[src/rtl/irq_pkg.sv]
// Shared types and helpers for the set/reset interrupt bank.
package irq_pkg;

  // Handshake phases: no request, request presented, mandatory one-cycle drop.
  typedef enum logic [1:0] {
    Idle = 2'd0,
    Req  = 2'd1,
    Gap  = 2'd2
  } state_e;

  // Width of the channel index; never narrower than one bit.
  function automatic int unsigned idw(input int unsigned ch);
    return (ch > 1) ? $clog2(ch) : 1;
  endfunction

endpackage

[src/rtl/sr_cell.sv]
// One set/reset flag bit. A set event always survives an acknowledge-clear;
// against a software clear the winner is chosen by SET_WINS.
module sr_cell #(
  parameter bit SET_WINS = 1'b1
) (
  input  logic clk,
  input  logic rst,
  input  logic set_evt,
  input  logic clr,
  input  logic ack_clr,
  output logic flag
);

  logic flag_q, flag_d;

  // Next flag value: set (subject to clr priority), else clear, else hold.
  always_comb begin
    flag_d = flag_q;
    if (set_evt && (SET_WINS || !clr)) begin
      flag_d = 1'b1;
    end else if (clr || ack_clr) begin
      flag_d = 1'b0;
    end
  end

  // Flag register with synchronous reset.
  always_ff @(posedge clk) begin
    if (rst) begin
      flag_q <= 1'b0;
    end else begin
      flag_q <= flag_d;
    end
  end

  assign flag = flag_q;

endmodule

[src/rtl/sr_irq_bank.sv]
// Bank of set/reset interrupt flags with a lowest-index-first request/ack
// handshake. irq and id come straight from registers.
module sr_irq_bank
  import irq_pkg::*;
#(
  parameter int unsigned CH       = 4,
  parameter int unsigned SET_WINS = 1,
  parameter int unsigned EDGE     = 0,
  localparam int unsigned IDW     = idw(CH)
) (
  input  logic           clk,
  input  logic           rst,
  input  logic [CH-1:0]  set,
  input  logic [CH-1:0]  clr,
  input  logic [CH-1:0]  mask,
  input  logic           ack,
  output logic [CH-1:0]  flags,
  output logic           irq,
  output logic [IDW-1:0] id
);

  logic [CH-1:0]  set_q;
  logic [CH-1:0]  armed_q;
  logic [CH-1:0]  set_evt;
  logic [CH-1:0]  id_sel;
  logic [CH-1:0]  ack_clr;
  logic [CH-1:0]  flags_q;
  logic [CH-1:0]  pend;
  logic [IDW-1:0] low_idx;
  logic           cur_flag;
  state_e         state_q, state_d;
  logic [IDW-1:0] id_q, id_d;
  logic           irq_q;

  // Edge tracking. armed_q marks channels whose set input has been seen low
  // (including at the reset edge), so a level held through reset never fires.
  always_ff @(posedge clk) begin
    if (rst) begin
      set_q   <= '0;
      armed_q <= ~set;
    end else begin
      set_q   <= set;
      armed_q <= armed_q | ~set;
    end
  end

  assign set_evt = (EDGE != 0) ? (set & ~set_q & armed_q) : set;

  // Decode the presented id; ack only clears the presented channel in Req.
  always_comb begin
    id_sel = '0;
    for (int i = 0; i < int'(CH); i++) begin
      id_sel[i] = (id_q == IDW'(i));
    end
    ack_clr  = id_sel & {CH{ack && (state_q == Req)}};
    cur_flag = |(flags_q & id_sel);
  end

  for (genvar g = 0; g < int'(CH); g++) begin : gen_cell
    sr_cell #(
      .SET_WINS (SET_WINS != 0)
    ) u_cell (
      .clk     (clk),
      .rst     (rst),
      .set_evt (set_evt[g]),
      .clr     (clr[g]),
      .ack_clr (ack_clr[g]),
      .flag    (flags_q[g])
    );
  end

  // Lowest enabled pending channel.
  always_comb begin
    pend    = flags_q & mask;
    low_idx = '0;
    for (int i = int'(CH) - 1; i >= 0; i--) begin
      if (pend[i]) begin
        low_idx = IDW'(i);
      end
    end
  end

  // Handshake next-state; mask is only consulted when choosing a new request.
  always_comb begin
    state_d = state_q;
    id_d    = id_q;
    unique case (state_q)
      Idle: begin
        if (|pend) begin
          id_d    = low_idx;
          state_d = Req;
        end
      end
      Req: begin
        if (ack || !cur_flag) begin
          state_d = Gap;
        end
      end
      Gap:     state_d = Idle;
      default: state_d = Idle;
    endcase
  end

  // Handshake registers; irq is registered from the next state.
  always_ff @(posedge clk) begin
    if (rst) begin
      state_q <= Idle;
      id_q    <= '0;
      irq_q   <= 1'b0;
    end else begin
      state_q <= state_d;
      id_q    <= id_d;
      irq_q   <= (state_d == Req);
    end
  end

  assign flags = flags_q;
  assign irq   = irq_q;
  assign id    = id_q;

endmodule

[config.mk]
export PLATFORM = sky130hd
export DESIGN_NAME = sr_irq_bank
export DESIGN_NICKNAME = d
export VERILOG_FILES = /design/src/rtl/irq_pkg.sv /design/src/rtl/sr_cell.sv /design/src/rtl/sr_irq_bank.sv
export SDC_FILE = /design/constraint.sdc
export NUM_CORES = 1
export LEC_CHECK = 0
export ABC_AREA = 1
export CAP_MARGIN = 10
export CORE_AREA = 2 2 39 41
export DETAILED_ROUTE_END_ITERATION = 16
export DIE_AREA = 0 0 41 43
export PLACE_DENSITY = 0.71
export SYNTH_ARGS = -nofsm -noshare
export SYNTH_HDL_FRONTEND = slang
export SYNTH_SLANG_ARGS = --single-unit
[constraint.sdc]
create_clock -name clk -period 1.9 [get_ports clk]
set_input_delay 0.19 -clock clk [delete_from_list [all_inputs] [get_ports clk]]
set_output_delay 0.19 -clock clk [all_outputs]
set_load 0.005 [all_outputs]
* Word level (Yosys, flattened, before mapping)
Cells that the tools add are included.
Storage, ports and cells: register bits after elaboration 9, output and inout bits 7, word-level logic and storage cells 46
Operators by class: equal/unequal tests 5, mux-type cells 15, bitwise logic cells 3, reduce and logical (&&, ||, !) cells 16
Operators by type and width (count):
- $and 4x4->4 | 3
- $mux 2 | 6
- $mux 1 | 8
- $reduce_bool 2->1 | 4
- $reduce_or 4->1 | 2
- $eq 2x1->1 const B | 3
- $logic_or 1x1->1 | 5
- $eq 2x2->1 const B | 2
- $logic_not 2->1 | 2
- $pmux 2 s2 | 1
- $reduce_and 2->1 | 1
- $logic_and 1x1->1 | 1
- $logic_not 1->1 | 1

* Longest topological paths before layout
Gate-level depths: netlist (run 1).
depth after elaboration 8, mapped depth 7

* Cells and area by module
From an unflattened synthesis (run 1), not the netlist that was laid out.
Second synthesis, totals: cell total of the unflattened synthesis 73, area total of the unflattened synthesis 483.0 sq um
By module, submodules not included:
- sr_irq_bank | instances 1, cells each 49, area an instance 282.8 sq um, seq. area each 100.1 sq um
- sr_cell | instances 4, cells each 6, area an instance 50.0 sq um, seq. area each 20.0 sq um

* Worst setup path before layout (run 1)
Ideal clock, no wire load.
path kind register to register, start register id_q[0] (netlist: id[0]), end register state_q[1], data arrival time 826 ps, data required time 1771 ps, path slack 945 ps, stages on the path, launching flop included 6, path buffers 0, period minus slack after synthesis 955 ps, cell sequence dfxtp_1 -> nand3_1 -> nand2_1 -> inv_2 -> a21oi_1 -> nor3_2
On the way: cells in the longest elaborated chain, start to end 7, elaborated cells between the ends (all ways) 10
RTL lines:
- from (decl) | line sr_irq_bank.sv:32 | logic [IDW-1:0] id_q, id_d;
- from (signal assigned) | line sr_irq_bank.sv:112 | id_q <= id_d;
- $eq 2x1->1 (tied with other cells) | line sr_irq_bank.sv:53 | id_sel[i] = (id_q == IDW'(i));
- $and 4x4->4 * | line sr_irq_bank.sv:56 | cur_flag = |(flags_q & id_sel);
- $reduce_or 4->1 * | line sr_irq_bank.sv:56
- $logic_not 1->1 * | line sr_irq_bank.sv:95 | if (ack || !cur_flag) begin
- $logic_or 1x1->1 * | line sr_irq_bank.sv:95
- $mux 2 * | line sr_irq_bank.sv:95
- $pmux 2 s2 * | line sr_irq_bank.sv:87 | unique case (state_q)
- to (signal assigned) | line sr_irq_bank.sv:107 | state_q <= Idle;
- to (signal assigned) | line sr_irq_bank.sv:111 | state_q <= state_d;
- to (decl) | line sr_irq_bank.sv:31 | state_e state_q, state_d;
Mark *: on every way between the ends. The rest lies on a longest branch, timed or not. A chain may end at the register's enable or synchronous reset.

* Final worst setup path (run 1)
start register id_q[0] (netlist: id[0]), end output port id[0]
RTL lines:
- to (decl) | line sr_irq_bank.sv:19 | output logic [IDW-1:0] id
No word-level cell between the ends.

==> results of run 1 <==
==> worst paths after layout <==
check / slack (ps) / depth (start not counted) / endpoint / start
max: 440 / 1 / id[0] / id[0]
min: 480 / 3 / gen_cell[0].u_cell.flag / set[0]
max reg2reg: 810 / 6 / gen_cell[1].u_cell.flag / state_q[1]
min reg2reg: 520 / 2 / gen_cell[0].u_cell.flag / gen_cell[0].u_cell.flag
==> power by group through the flow <==
| stage | sequential, W | clock [W] | combinational, W |
|---|---|---|---|
| final | 0.000220 | 0.000145 | 0.000112 |
| after CTS | 0.000220 | 0.000152 | 0.000113 |
| after floorplan | 0.000222 | 0 | 0.0000598 |
| after global routing | 0.000221 | 0.000162 | 0.000126 |
| after detailed placement | 0.000224 | 0 | 0.000112 |
| after global placement | 0.000224 | 0 | 0.000111 |
==> worst register-to-register path, cell delays in order (launching register included) <==
cell and delay, ps:
dfxtp_1 310, inv_1 50, nand2_1 80, nor2_1 230, nand3_1 120, a21oi_1 140
nor2_1 50
==> flip-flops by register name, indices dropped and copies added, names as in the netlist <==
name,flops
state_q,2
id,2
gen_cell.u_cell.flag,4
irq,1
==> final cells by class <==
class	instances	share of cell area
multi-input cells	46	0.310
repair buffers	21	0.301
well taps	16	0.0287
clock buffers	4	0.0376
flip-flops and latches	9	0.258
inverters	12	0.0645
==> metrics by stage <==
stage	power (W)	cell area, sq um
5_1_grt	0.000510	698
3_3_place_gp	0.000336	672
4_1_cts	0.000485	698
2_1_floorplan	0.000282	475
3_5_place_dp	0.000336	672
6_report	0.000477	698
==> kinds of logic (layout without fill, tap and decap cells) <==
family / after synthesis / in the layout / synth area share
AOI/OAI and AO/OA: 9 / 9 / 0.0947
buffers and inverters: 17 / 37 / 0.166
DFF: 9 / 9 / 0.379
and+or+nand+nor: 37 / 37 / 0.361
==> metal layers <==
metal,up-vias,global-route usage,share of wire
met2,17,0.184,0.43
met1,196,0.168,0.46
li1,262,-,-
met4,0,0.140,0.032
met5,-,0,0
met3,4,0.0471,0.079
==> layout by cell type (no fill, tap or decap) <==
master,count
nand3b_1,2
nor2_1,8
o21ai_0,1
inv_2,2
clkbuf_1,1
dfxtp_1,9
clkbuf_4,3
inv_1,10
nand3_1,8
nand2_2,1
nand2_1,16
nor3_2,1
nand3_2,1
clkdlybuf4s50_1,21
a21oi_1,8
==> impl_metrics.ini, run 1 <==
[yosys]
synth_top_cell_area_share = 0.379
yosysUniqueCellTypes = 14
synthTopCellsByArea = dfxtp_1 (38%), nand2_1 (13%), a21oi_1 (8.4%), nand3_1 (8.4%), inv_1 (7.9%)
syn_area_per_cell_sq_um = 6.60
synth.net_count = 87
synthCells = 72
ys_seq_elements = 9
ys_async_sr_fraction = 0
synth_ff_type = dfxtp_1
ys_warn_count = 0
synth_edf_count = 0
yosys-top-cells-count = nand2_1 (16), inv_1 (10), dfxtp_1 (9)
synth_area_leader_cell = dfxtp_1
syn_area_sq_um = 475
ys_seq_area_frac = 0.379
synth_most_common_cell = nand2_1

[clock_network]
clock-sinks = 9
clockBufferDepth = 2
cts_setup_buffers = 0
cts_tree = done
cts-htree-levels = 1
cts-resized-gates = 0
cts_hold_buffers = 0
numCtsBuffers = 3
clkLatencyLatePin_ps = 260
path_clk_slew_ps = 60
ctsRootBufferMaster = clkbuf_4

[critical_path]
cp_num_buf_inv = 1
worstPathArrival_ps = 1270
crit_required_ps = 1710
worst_path_max_delay_cell = clkdlybuf4s50_1
crit_fanout = 8
critPathCaptureType = output pin
critPathTopFamily = buffers and inverters
crit_type = register to output pin
crit_chain = clkdlybuf4s50_1
cp-start-kind = register
max_stage_delay_ps = 550

[global_route]
antenna_found_initial = 0
grt_pass1_vias = 413
grt_max_degree = 10
gr-usage-all-layers = 0.142
grt_pass1_wl_um = 1610
grt_overflow = 0

[power]
peakVddDrop_mv = 0.335
power_frac_seq = 0.461
swShare = 0.265
power_frac_comb = 0.235
internal_power_w = 0.000350
p_per_area_nw_per_um2 = 683
p_sw_w = 0.000127
p_clk_frac = 0.304
power.leakage_nw = 0.303

[floorplanning]
row_count = 14
die_area_sq_um = 1760
boundaryPins = 22
start_util = 0.344
coreArea_sq_um = 1380
die_w_um = 41
die_h_um = 43

[timing]
fin_crit_ps = 1460
setup_slack_ps = 444
fmax_mhz = 687
finalSetupTns_ps = 0
fin_crit_sh = 0.766
hold_viol = 0
max_slew.worst_pin.slew_ps = 337
setup_violations = 0
holdWs_ps = 475
finClkSkew_ps = 5.05
slew_headroom = 0.775
rsz0062_at_grt = false
slew_viol_final = 0

[placement]
gp_congestion = 0.784
hpwl_um = 793
port_buffers = 21
pre_cts_ws_ps = 500
post-place-cells = 104

[layout]
multi_input_area_sq_um = 216
antennaDiodeCount = 0
drive_gt1_frac = 0.0870
final_cells = 108
regArea_sq_um = 180
fin_util = 0.505
nNetsFinal = 108
syn_to_final_growth_pct = 46.8
fillers = 149

[detailed_routing]
wirelength_um = 979
drc = 0
ant_nets = 0
wl_per_cell_um = 9.06
vias = 479
first_pass_iters = 3
drtIter0Drc = 7
avgViaCountPerCell = 4.44

[run_status]
outcome = completed

[flow_run]
drv_cap = 0

[hold_path]
hp-class = input port to register
Note: power is estimated with default switching activity, not from simulation.
==> inputs of run 2 (changes only) <==
--- a/config.mk
+++ b/config.mk
@@ -7,9 +7,9 @@
 export LEC_CHECK = 0
 export ABC_AREA = 1
 export CAP_MARGIN = 10
-export CORE_AREA = 2 2 39 41
+export CORE_MARGIN = 1.5
+export CORE_UTILIZATION = 34
 export DETAILED_ROUTE_END_ITERATION = 16
-export DIE_AREA = 0 0 41 43
 export PLACE_DENSITY = 0.71
 export SYNTH_ARGS = -nofsm -noshare
 export SYNTH_HDL_FRONTEND = slang
==> constraint.sdc (replaced) <==
create_clock -name clk -period 1.2 [get_ports clk]
set_input_delay 0.12 -clock clk [delete_from_list [all_inputs] [get_ports clk]]
set_output_delay 0.12 -clock clk [all_outputs]
set_load 0.005 [all_outputs]
==> run 2 against run 1 <==
- sequential power rose by 53%
- hold slack lost 83 ps
- clock power rose by 61%
- first-iteration DRC count rose to 2.7 times the previous value
- flip-flop and latch count unchanged
- non-clock buffer count up 7
- largest power group unchanged
==> impl_metrics.ini, run 2 (synthesis results as in run 1) <==
[detailed_routing]
vias = 531
ant_nets = 0
wl_per_cell_um = 9.87
first_pass_iters = 4
avgViaCountPerCell = 4.66
drtIter0Drc = 19
wirelength_um = 1130
drc = 0

[hold_path]
hp-class = input port to register
hold_depth = 3

[global_route]
grt_overflow = 0
antenna_found_initial = 0
gr-usage-all-layers = 0.170
grt_max_degree = 10
grt_pass1_vias = 459
grt_pass1_wl_um = 1720

[floorplanning]
coreArea_sq_um = 1300
row_count = 13
start_util = 0.365
die_w_um = 40.4
die_area_sq_um = 1630
boundaryPins = 22
die_h_um = 40.4

[layout]
fin_util = 0.595
fillers = 129
regArea_sq_um = 193
drive_gt1_frac = 0.242
syn_to_final_growth_pct = 62.9
antennaDiodeCount = 0
final_cell_mix = nand2_1 (16), clkdlybuf4s50_1 (14), inv_1 (10)
multi_input_area_sq_um = 230
final_common_cell = nand2_1
nNetsFinal = 115
largest_reg_flops = 4
fin_area_sq_um = 774

[timing]
slew_viol_final = 0
finalSetupTns_ps = 0
finClkSkew_ps = 0.366
fmax_mhz = 911
rsz0062_at_grt = false
holdWs_ps = 392
hold_viol = 0
setup_violations = 0
fin_crit_sh = 0.915
max_slew.worst_pin.slew_ps = 351
slew_headroom = 0.765
fin_crit_ps = 1100

[placement]
gp_congestion = 0.841
hpwl_um = 808
dpl_cell_area_sq_um = 678
port_buffers = 21

[run_status]
outcome = completed

[critical_path]
rr_worst_depth = 8
worstPathArrival_ps = 1280
crit_required_ps = 1380
crit_type = register to register
cp-start-kind = register
crit_fanout = 3
critPathCaptureType = register

[clock_network]
clkLatencyLatePin_ps = 260
numCtsBuffers = 3
path_clk_slew_ps = 60
cts-htree-levels = 1
clockBufferDepth = 2
cts_hold_buffers = 0
clock-sinks = 9
ctsRootBufferMaster = clkbuf_4
cts_tree = done

[power]
p_per_area_nw_per_um2 = 1020
peakVddDrop_mv = 0.615
power.leakage_nw = 0.389

[flow_run]
drv_cap = 0
==> run 2: changes by cell type in the layout (fill, tap and decap cells not counted), moves of 4 or more <==
cell / before / now
buf_4: 0 / 7
clkdlybuf4s50_1: 21 / 14
dfxtp_1: 9 / 3
dfxtp_2: 0 / 4
dlygate4sd2_1: 0 / 5
==> run 2: area by class of cell <==
| cell class | count | area share |
|---|---|---|
| inverters | 12 | 0.0582 |
| clock buffers | 4 | 0.0339 |
| multi-input cells | 46 | 0.297 |
| well taps | 15 | 0.0242 |
| repair buffers | 28 | 0.338 |
| flip-flops and latches | 9 | 0.249 |
==> run 2: per-stage QoR <==
step	cells	total power, W	worst slack (ps)
after floorplan	72	0.000446	245
after global placement	104	0.000533	-74.8
after detailed placement	104	0.000536	-110
after CTS	114	0.000780	2.16
after global routing	114	0.000839	3.16
final	114	0.000788	102
==> run 2: worst max-delay path, stage by stage (launching register included) <==
cell	delay [ps]
dfxtp_2	320
buf_4	130
nand2_1	70
nand2_1	50
nand2_1	70
nand2_1	80
inv_1	100
nand2_1	60
a21oi_1	130
==> run 2: where the power goes <==
group / switching [W] / internal [W] / total [W]
clock: 0.000106 / 0.000128 / 0.000234
sequential: 0.0000108 / 0.000326 / 0.000336
combinational: 0.000100 / 0.000117 / 0.000218
total: 0.000217 / 0.000571 / 0.000788
==> run 2: repair_timing <==
item / 4_1_cts / 5_1_grt
hold endpoints to repair: 0 / 0
gates resized for setup: 13 / 6
gates cloned: 0 / 0
pin swaps: 0 / 0
setup endpoints to repair: 6 / 6
setup buffers: 6 / 0
==> run 2: layer usage <==
metal | GRT usage | vias up | wire length (um)
met4 | 0.125 | 0 | 32
met5 | 0 | - | 0
met2 | 0.250 | 26 | 473
li1 | - | 275 | -
met3 | 0.0833 | 4 | 110
met1 | 0.188 | 226 | 508
==> run 2: final timing paths <==
kind                            slack (ps)                     from                 endpoint
worst min-delay path                   390                   set[0]  gen_cell[0].u_cell.flag
worst min register to register         540               state_q[0]               state_q[1]
worst max-delay path                   100  gen_cell[1].u_cell.flag                    id[0]
worst max register to register         100  gen_cell[1].u_cell.flag                    id[0]
==> RTL edit: new RTL, flow settings as in run 2 <==
Encoding of `state_e`: now one-hot (3 bits for 3 states).
--- a/src/rtl/irq_pkg.sv
+++ b/src/rtl/irq_pkg.sv
@@ -2,10 +2,10 @@
 package irq_pkg;
 
   // Handshake phases: no request, request presented, mandatory one-cycle drop.
-  typedef enum logic [1:0] {
-    Idle = 2'd0,
-    Req  = 2'd1,
-    Gap  = 2'd2
+  typedef enum logic [2:0] {
+    Idle = 3'b001,
+    Req  = 3'b010,
+    Gap  = 3'b100
   } state_e;
 
   // Width of the channel index; never narrower than one bit.
Function: no difference found for any inputs over 10 cycles, from zero or initial values and one cycle with rst high; not proved beyond that.
==> RTL edit against run 2 <==
- cell area up 6.3%
- wire length increased by 16%
- power is 17% higher
- worst setup slack worse by 0.033 ns
- sequential cell count up 1
- area after synthesis up 7.9%
- sequential share of layout area is 0.96 points higher
==> RTL edit: results <==
[power_and_ir_drop]
netSwitchingPower_mw = 0.2550
peakVddDrop_mv = 0.7265
p_leak_nw = 0.4362

[cts]
clk_latency_ns = 0.27
cts_buffers = 3
cts.htree.levels = 1
clk_pin_slew_ns = 0.07
cts_root_buf = "clkbuf_4"
cts_buffer_depth = 2

[synth]
synthFlopType = "dfxtp_1"
synth_area_leaders = "dfxtp_1 (39%), nand2_1 (18%), inv_1 (10%)"
async_flop_share_pct = 0
yosys_warnings = 0
synth_seq_area_share_pct = 39.02
synth_nets = 96
syn_avg_cell_area_sq_um = 6.333
yosysUniqueCellTypes = 12
synth_common_cells = "nand2_1 (24), inv_1 (14), nor2_1 (14)"

[critical_path]
r2r-start = "gen_cell[1].u_cell.flag$_SDFFE_PP0P_"
crit_fanout = 4
cp-start-kind = "register"
arrival_ns = 1.30

[layout]
antenna_cells = 0
largest_reg_flops = 4
drive_gt1_share_pct = 20.91
nets = 126

[routing]
drt_iter0_markers = 8
dr.pass1.iters = 4
via_count = 577
vias_per_cell = 4.616
routed-wl-met2_um = 603
met1_length_um = 574
wl_met3_um = 85
totalWireLength_um = 1310
top_layer = "met4"

[min_path]
hp-class = "input port to register"
min_from = "set[1]"

[global_routing]
grt_max_degree = 8
grt_usage_pct = 16.95
grt_pass1_vias = 516
grt_pass1_wl_um = 2173
antenna_found_initial = 0

[placement]
place_inst = 117
pre_cts_ws_ns = -0.02024
io_buffer_count = 21
place.gp.congestion = 0.7261
place_hpwl_um = 880.6

[timing]
slew_headroom_pct = 81.25
final.setup_skew_ns = 0.001348

[outcome]
outcome = "finished, final reports clean"
==> RTL edit: changes by cell type after synthesis, moves of 2 or more <==
cell and delta:
inv_2 -2, a21oi_1 -2, nand2_1 +8, nand3_1 -4, nor2_1 +6, inv_1 +4
==> RTL edit: routing by layer <==
| layer | GRT usage, % | vias to the layer above |
|---|---|---|
| met3 | 4.348 | 4 |
| met2 | 25.00 | 22 |
| met1 | 20.53 | 250 |
| li1 | - | 301 |
| met5 | 0 | - |
| met4 | 13.55 | 0 |
==> RTL edit: power by group through the flow <==
| stage | logic, mW | clock network (mW) | registers (mW) |
|---|---|---|---|
| floorplan | 0.102 | 0 | 0.393 |
| global placement | 0.200 | 0 | 0.399 |
| detailed placement | 0.202 | 0 | 0.399 |
| CTS | 0.233 | 0.320 | 0.378 |
| global route | 0.242 | 0.330 | 0.397 |
| finish | 0.217 | 0.317 | 0.390 |
==> RTL edit: metrics by stage <==
stage | power [mW] | area [sq um] | hold WS [ns]
2_1_floorplan | 0.4958 | 513.0 | 0.1891
3_3_place_gp | 0.5990 | 742.0 | 0.5460
3_5_place_dp | 0.6010 | 742.0 | 0.5500
4_1_cts | 0.9309 | 828.3 | 0.3784
5_1_grt | 0.9692 | 823.3 | 0.4009
6_report | 0.9242 | 823.3 | 0.3767
==> RTL edit: worst paths after layout <==
path,endpoint,slack (ns),cells past startpoint
setup reg to reg,irq$_SDFF_PP0_,0.07,7
hold / removal,gen_cell[1].u_cell.flag$_SDFFE_PP0P_,0.38,3
setup / recovery,irq$_SDFF_PP0_,0.07,7
hold reg to reg,id[1]$_SDFFE_PP0P_,0.53,2
==> RTL edit: cells by family after synthesis <==
logic type,after synthesis,share of synthesized area (%)
buffers and inverters,18,16.10
AO/OA/AOI/OAI,7,7.562
AND/OR/NAND/NOR,46,37.32
flip-flops,10,39.02
==> RTL edit: layout make-up <==
cell class              instances  area [sq um]
repair buffers                 29         265.3
flip-flops and latches         10         212.7
fillers                       116         526.8
inverters                      14         52.55
multi-input cells              53         237.7
well taps                      15         18.77
clock buffers                   4         36.28
==> RTL edit: what timing repair did <==
| item | in CTS | in global routing |
|---|---|---|
| endpoints found under the hold margin | 0 | 0 |
| resized for setup | 14 | 4 |
| setup endpoints to repair | 6 | 3 |
| buffers inserted | 6 | 0 |
| hold buffers | 0 | 0 |
| pin swaps | 0 | 4 |
==> RTL edit: worst max-delay path, cell delays in order, from the launching register on <==
cell     delay, ns
dfxtp_2       0.32
buf_4         0.13
nand2_1       0.08
nand2_1       0.07
o21ai_2       0.20
nand2_1       0.10
nand2_2       0.08
nor2_1        0.05
